[src/rtl/div_ctrl_pkg.sv]
// Shared types and constants for the divide sequencer that sits between the CPU
// execute stage and the 32-cycle restoring divider core.
package div_ctrl_pkg;

  localparam int DIV_W       = 32;
  localparam int DIV_LATENCY = 37;

  typedef enum logic [2:0] {
    ST_IDLE,
    ST_START,
    ST_ARM,
    ST_WAIT,
    ST_FIX,
    ST_DONE
  } div_state_e;

endpackage

[src/rtl/div_ctrl_if.sv]
// CPU-side divide request/result bundle. The CPU (master) drives the request and
// operands; the sequencer (slave) returns stall, completion strobes and HI/LO.
interface div_ctrl_if;
  import div_ctrl_pkg::*;

  logic             req;
  logic             is_signed;
  logic [DIV_W-1:0] dividend;
  logic [DIV_W-1:0] divisor;
  logic             stall;
  logic             done;
  logic             hilo_we;
  logic [DIV_W-1:0] hi;
  logic [DIV_W-1:0] lo;
  logic             div_zero_exc;

  modport master (
    output req, is_signed, dividend, divisor,
    input  stall, done, hilo_we, hi, lo, div_zero_exc
  );

  modport slave (
    input  req, is_signed, dividend, divisor,
    output stall, done, hilo_we, hi, lo, div_zero_exc
  );

endinterface

[src/rtl/div_sign_fix.sv]
// Conditional two's-complement negation of a pair of words. Used to take operand
// magnitudes before the core and to restore quotient/remainder signs after it.
module div_sign_fix
  import div_ctrl_pkg::*;
#(
  parameter int W = DIV_W
) (
  input  logic [W-1:0] a_in,
  input  logic         neg_a,
  input  logic [W-1:0] b_in,
  input  logic         neg_b,
  output logic [W-1:0] a_out,
  output logic [W-1:0] b_out
);

  // Negating 0x80000000 wraps to itself, which is the correct unsigned magnitude.
  assign a_out = neg_a ? -a_in : a_in;
  assign b_out = neg_b ? -b_in : b_in;

endmodule

[src/rtl/div_ctrl.sv]
// DIV/DIVU sequencer: conditions operands, drives the core start pulse, waits on busy,
// sign-corrects q/r into HI/LO and stalls the pipeline. Optional: DIV_ZERO_TRAP_EN.
module div_ctrl
  import div_ctrl_pkg::*;
#(
  parameter int W = DIV_W
) (
  input  logic         clock,
  input  logic         reset,
  div_ctrl_if.slave    cpu,
  output logic         div_start,
  output logic [W-1:0] div_dividend,
  output logic [W-1:0] div_divisor,
  input  logic         div_busy,
  input  logic [W-1:0] div_q,
  input  logic [W-1:0] div_r
);

  div_state_e state_q, state_d;

  logic         sign_a_q, sign_b_q;
  logic [W-1:0] hi_q, lo_q;
  logic [W-1:0] op_a_mag, op_b_mag;
  logic [W-1:0] lo_fix, hi_fix;
  logic         op_neg_a, op_neg_b;
  logic         accept;
  logic         req_zero;
  logic         zero_trap_q;

  assign accept   = cpu.req && (state_q == ST_IDLE);
  assign op_neg_a = cpu.is_signed & cpu.dividend[W-1];
  assign op_neg_b = cpu.is_signed & cpu.divisor[W-1];

  div_sign_fix #(.W(W)) u_op_fix (
    .a_in  (cpu.dividend),
    .neg_a (op_neg_a),
    .b_in  (cpu.divisor),
    .neg_b (op_neg_b),
    .a_out (op_a_mag),
    .b_out (op_b_mag)
  );

  // Quotient is negative when operand signs differ; remainder takes the dividend's sign.
  div_sign_fix #(.W(W)) u_res_fix (
    .a_in  (div_q),
    .neg_a (sign_a_q ^ sign_b_q),
    .b_in  (div_r),
    .neg_b (sign_a_q),
    .a_out (lo_fix),
    .b_out (hi_fix)
  );

`ifdef DIV_ZERO_TRAP_EN
  assign req_zero = (cpu.divisor == '0);

  always_ff @(posedge clock or negedge reset) begin
    if (!reset) begin
      zero_trap_q <= 1'b0;
    end else if (accept) begin
      zero_trap_q <= req_zero;
    end
  end
`else
  assign req_zero    = 1'b0;
  assign zero_trap_q = 1'b0;
`endif

  // NOTE: state and datapath registers use non-blocking assignments so every flop
  // samples the pre-edge values regardless of statement order.
  always_ff @(posedge clock or negedge reset) begin
    if (!reset) begin
      state_q      <= ST_IDLE;
      sign_a_q     <= 1'b0;
      sign_b_q     <= 1'b0;
      div_dividend <= '0;
      div_divisor  <= '0;
      hi_q         <= '0;
      lo_q         <= '0;
    end else begin
      state_q <= state_d;
      if (accept) begin
        sign_a_q     <= op_neg_a;
        sign_b_q     <= op_neg_b;
        div_dividend <= op_a_mag;
        div_divisor  <= op_b_mag;
      end
      if (state_q == ST_FIX) begin
        hi_q <= hi_fix;
        lo_q <= lo_fix;
      end
    end
  end

  assign cpu.hi = hi_q;
  assign cpu.lo = lo_q;

  // NOTE: every signal written here gets a default first, so no path can infer a latch.
  always_comb begin
    state_d          = state_q;
    div_start        = 1'b0;
    cpu.done         = 1'b0;
    cpu.hilo_we      = 1'b0;
    cpu.div_zero_exc = 1'b0;
    cpu.stall        = (state_q != ST_IDLE) && (state_q != ST_DONE);

    unique case (state_q)
      ST_IDLE: begin
        cpu.stall = cpu.req;
        if (cpu.req) state_d = req_zero ? ST_DONE : ST_START;
      end
      ST_START: begin
        div_start = 1'b1;
        state_d   = ST_ARM;
      end
      // The core latches operands on the falling edge of start, i.e. at the end of ARM.
      ST_ARM:  state_d = ST_WAIT;
      ST_WAIT: if (!div_busy) state_d = ST_FIX;
      ST_FIX:  state_d = ST_DONE;
      ST_DONE: begin
        cpu.done         = 1'b1;
        cpu.hilo_we      = !zero_trap_q;
        cpu.div_zero_exc = zero_trap_q;
        state_d          = ST_IDLE;
      end
      default: state_d = ST_IDLE;
    endcase
  end

endmodule

[src/flat_wrapper.sv]
// flat-port wrapper written by rule: the top's interface ports become plain ports
module div_ctrl_flat import div_ctrl_pkg::*;
#(
  parameter int W = DIV_W
)
  (clock, reset, div_start, div_dividend, div_divisor, div_busy, div_q, div_r, cpu_req, cpu_is_signed, cpu_dividend, cpu_divisor, cpu_stall, cpu_done, cpu_hilo_we, cpu_hi, cpu_lo, cpu_div_zero_exc);
  div_ctrl_if cpu_i ();
  input  logic clock;
  input  logic reset;
  output logic div_start;
  output logic [W-1:0] div_dividend;
  output logic [W-1:0] div_divisor;
  input  logic div_busy;
  input  logic [W-1:0] div_q;
  input  logic [W-1:0] div_r;
  input wire logic [$bits(cpu_i.req)-1:0] cpu_req;
  input wire logic [$bits(cpu_i.is_signed)-1:0] cpu_is_signed;
  input wire logic [$bits(cpu_i.dividend)-1:0] cpu_dividend;
  input wire logic [$bits(cpu_i.divisor)-1:0] cpu_divisor;
  output wire logic [$bits(cpu_i.stall)-1:0] cpu_stall;
  output wire logic [$bits(cpu_i.done)-1:0] cpu_done;
  output wire logic [$bits(cpu_i.hilo_we)-1:0] cpu_hilo_we;
  output wire logic [$bits(cpu_i.hi)-1:0] cpu_hi;
  output wire logic [$bits(cpu_i.lo)-1:0] cpu_lo;
  output wire logic [$bits(cpu_i.div_zero_exc)-1:0] cpu_div_zero_exc;
  assign cpu_i.req = cpu_req;
  assign cpu_i.is_signed = cpu_is_signed;
  assign cpu_i.dividend = cpu_dividend;
  assign cpu_i.divisor = cpu_divisor;
  assign cpu_stall = cpu_i.stall;
  assign cpu_done = cpu_i.done;
  assign cpu_hilo_we = cpu_i.hilo_we;
  assign cpu_hi = cpu_i.hi;
  assign cpu_lo = cpu_i.lo;
  assign cpu_div_zero_exc = cpu_i.div_zero_exc;
  div_ctrl #(.W(W)) u_core (.clock(clock), .reset(reset), .cpu(cpu_i), .div_start(div_start), .div_dividend(div_dividend), .div_divisor(div_divisor), .div_busy(div_busy), .div_q(div_q), .div_r(div_r));
endmodule
[config.mk]
export PLATFORM = sky130hd
export DESIGN_NAME = div_ctrl_flat
export DESIGN_NICKNAME = d
export VERILOG_FILES = /design/src/rtl/div_ctrl_pkg.sv /design/src/rtl/div_ctrl_if.sv /design/src/rtl/div_sign_fix.sv /design/src/rtl/div_ctrl.sv /design/src/flat_wrapper.sv
export SDC_FILE = /design/constraint.sdc
export NUM_CORES = 1
export LEC_CHECK = 0
export CAP_MARGIN = 20
export CORE_MARGIN = 2
export CORE_UTILIZATION = 46
export DETAILED_ROUTE_END_ITERATION = 10
export PLACE_DENSITY = 0.85
export SYNTH_ARGS = -nofsm -noshare
export SYNTH_HDL_FRONTEND = slang
export SYNTH_SLANG_ARGS = --single-unit
[constraint.sdc]
create_clock -name clock -period 2.1 [get_ports clock]
set_input_delay 0.42 -clock clock [delete_from_list [all_inputs] [get_ports clock]]
set_output_delay 0.42 -clock clock [all_outputs]
set_load 0.005 [all_outputs]
==> flow_summary.yaml <==
logic_synthesis:
  yosysWarnings: 0
  synth_area_leaders: "dfrtp_1 43%, o21ai_0 8.9%, nand2_1 6.9%"
  avgSynthCellArea_um2: 8.716
  synth_compound_area_share_pct: 18.69
  ys.flop_type: "dfrtp_1"
  synth-xor-area-share_pct: 12.80
  netlist_area_um2: 7731
  ys_types: 58
  synth_top_area_share_pct: 43.05
  synthMuxAreaShare_pct: 0.2589
  synth_edf_count: 0
  yosysMostFrequentCell: "nand2_1"
  synthCells: 887
  synth_top_family_by_area: "simple AND/OR/NAND/NOR gates"
  yosys.area_share.simple_pct: 20.54
  synthArstFlopShare_pct: 100.0
  synth_fa_ha_area_share_pct: 0.6474
  synthesis.nets: 1024
  yosysSeqAreaShare_pct: 43.05
  ys_top_cells_by_count: "142 x nand2_1, 138 x o21ai_0, 133 x dfrtp_1, 57 x nor2_1, 57 x xnor2_1"
  synth_top_cell_by_area: "dfrtp_1"
  ys_seq_elements: 133
min_path:
  hold_class: "in2async"
clock_tree:
  cts_tree: "done"
  clk_path_buf_depth: 2
  clk_pin_slew_ps: 60
  cts_max_level: 4
  clkLatencyLatePin_ps: 430
  cts.sinks: 133
  cts_root_buffer: "clkbuf_16"
  cts_hold_buf: 0
  numCtsBuffers: 17
outcome:
  violations: "negative hold slack, negative setup slack"
  status: "finished, violations left"
power_and_ir_drop:
  pwr-share-seq_pct: 32.0
  p_switching_mw: 5.001
  ir_worst_vdd_uv: 688.5
  p_int_mw: 9.413
  power.share.clock_pct: 19.6
  leakage_nw: 5.443
  swShare_pct: 34.70
  p_per_area_nw_per_um2: 1136
  p_comb_share_pct: 48.4
layout:
  fillers: 1047
  final_area_um2: 12690
  layout-drive-gt1-share_pct: 21.06
  finalNonFillerCells: 1535
  diodes: 0
  nets: 1439
  area_growth_pct: 64.12
detailed_routing:
  drt_iter0_drc: 656
  routed_via_density: 5.487
  route.detailed.drc: 0
  vias: 8422
  wl_per_cell_um: 17.23
  totalWireLength_um: 26440
  drt.antenna.violating_nets: 0
  drt_pre_antenna_iters: 5
sta:
  worst_pin_slew_ps: 643.0
  slew_viol_final: 0
  fin_tns_setup_ps: -79.16
  slew_headroom_pct: 57.13
  layout_worst_path_cycle_share_pct: 102.4
  fmax_ghz: 0.4649
  layout_setup_ws_ps: -50.97
  min_period_ps: 2151
  hold-worst-slack_ps: -11.54
  setup_viol: 2
  rsz0062_at_grt: "true"
  hold_violations: 6
  finClkSkew_ps: 6.643
die:
  rows: 47
  start_util_pct: 46.79
  dieWidth_um: 133.6
  coreArea_um2: 16520
  dieArea_um2: 17860
  die_h_um: 133.6
  io_pins: 266
grt:
  grt_pass1_vias: 8341
  grt_max_degree: 64
  grt_pass1_wl_um: 40990
  overflow: 0
  grt.total_usage_pct: 28.75
  antenna_found_initial: 0
setup_path:
  crit_type: "in2reg"
  end_kind: "flop"
  cp.arrival_ps: 2450
  crit_fanout: 4
  start_kind: "input port"
  cp_data_required_time_ps: 2400
placement:
  dp.cells: 1499
  dpl.hpwl_um: 18990
  place_area_um2: 11930
  port_buffers: 264
  gp_congestion: 0.9570
flow_run:
  cap_violations: 0
area by class of cell:
type,instances,area [µm²],area share [%]
sequential,133,3329,26.24
clock buffer,19,442.9,3.491
multi-input combinational,684,4298,33.87
tap,220,275.3,2.169
clock inverter,13,108.9,0.8579
timing repair buffer,451,4160,32.79
inverter,15,73.82,0.5818
per-layer routing:
metal | vias to the layer above | part of all wire, % | wire [µm] | global-route usage [%]
li1 | 3980 | - | - | -
met1 | 4000 | 39 | 10280 | 34.39
met2 | 366 | 51 | 13380 | 50.11
met3 | 76 | 7.4 | 1968 | 7.230
met4 | 0 | 3.1 | 817 | 10.64
met5 | - | 0 | 0 | 0
metrics by stage:
step	utilization (%)	hold slack, ps	setup slack [ps]	power [mW]
after floorplan	-	124.4	-72.73	7.400
final	76.79	-11.54	-50.97	14.41
after global routing	76.79	18.64	-130.0	15.34
after CTS	75.69	8.287	-32.18	14.36
after detailed placement	72.18	458.2	-704.9	11.44
after global placement	72.18	454.7	-657.8	11.15
power groups by stage:
stage               clock [mW]  combinational [mW]  sequential (mW)
finish                    2.82                6.98             4.61
floorplan                    0                2.80             4.60
global route              2.98                7.62             4.75
global placement             0                6.57             4.58
detailed placement           0                6.83             4.61
CTS                       2.84                6.91             4.61
registers in the layout (all words and copies together), names as in the netlist:
register             count
u_core.div_divisor      32
u_core.state_q           3
u_core.cpu.lo           32
u_core.cpu.hi           32
u_core.sign_a_q          1
u_core.div_dividend     32
u_core.sign_b_q          1
cell usage in the layout, fill, tap and decap left out, types with 6 or more instances in the layout:
| cell type | n |
|---|---|
| clkdlybuf4s50_1 | 249 |
| buf_4 | 176 |
| nand2_1 | 141 |
| o21ai_0 | 133 |
| dfrtp_1 | 132 |
| nor2_1 | 57 |
| xnor2_1 | 56 |
| xor2_1 | 56 |
| a31oi_1 | 26 |
| a21oi_1 | 25 |
| nor3_1 | 19 |
| clkbuf_16 | 17 |
| o31ai_1 | 13 |
| nor4_1 | 13 |
| inv_1 | 11 |
| o21ai_1 | 10 |
| o41ai_1 | 10 |
| or4_1 | 10 |
| or3_1 | 8 |
| nand3_1 | 8 |
| buf_12 | 8 |
| nor4_2 | 7 |
| dlymetal6s2s_1 | 7 |
| nand4_1 | 6 |
| o31ai_2 | 6 |
| clkinv_2 | 6 |
what timing repair did:
item	in CTS	in global routing
hold endpoints to repair	0	0
resized for setup	16	43
setup buffers	0	4
endpoints found under the setup margin	36	51
pin swaps	3	12
kinds of logic (layout without fill, tap and decap cells):
group | count (synthesis) | in the layout
DFF | 133 | 133
buffers and inverters | 70 | 498
AOI/OAI and AO/OA | 245 | 245
other | 1 | 1
and+or+nand+nor | 319 | 319
muxes | 2 | 2
xor gates and xnor gates | 113 | 113
adders and majority gates | 4 | 4
critical path, stage by stage:
cell and delay (ps):
clkdlybuf4s50_1 510, nor4_1 350, buf_4 190, nand3_1 200
o41ai_1 500, xor2_1 190, o21ai_0 80
path summary, 6_finish.rpt:
check                                 startpoint                      end  slack [ps]  depth (start not counted)
setup / recovery                 cpu_dividend[3]  u_core.div_dividend[23]         -50                          7
hold / removal                             reset        u_core.cpu.hi[10]         -10                          1
hold reg to reg            u_core.div_divisor[0]    u_core.div_divisor[0]         480                          2
min in group clock                      div_r[0]         u_core.cpu.hi[0]         340                          3
setup reg to reg               u_core.state_q[0]         u_core.cpu.lo[4]         190                          7
max in group asynchronous                  reset        u_core.state_q[1]        1510                          2
Power figures use the tool's default switching activity.
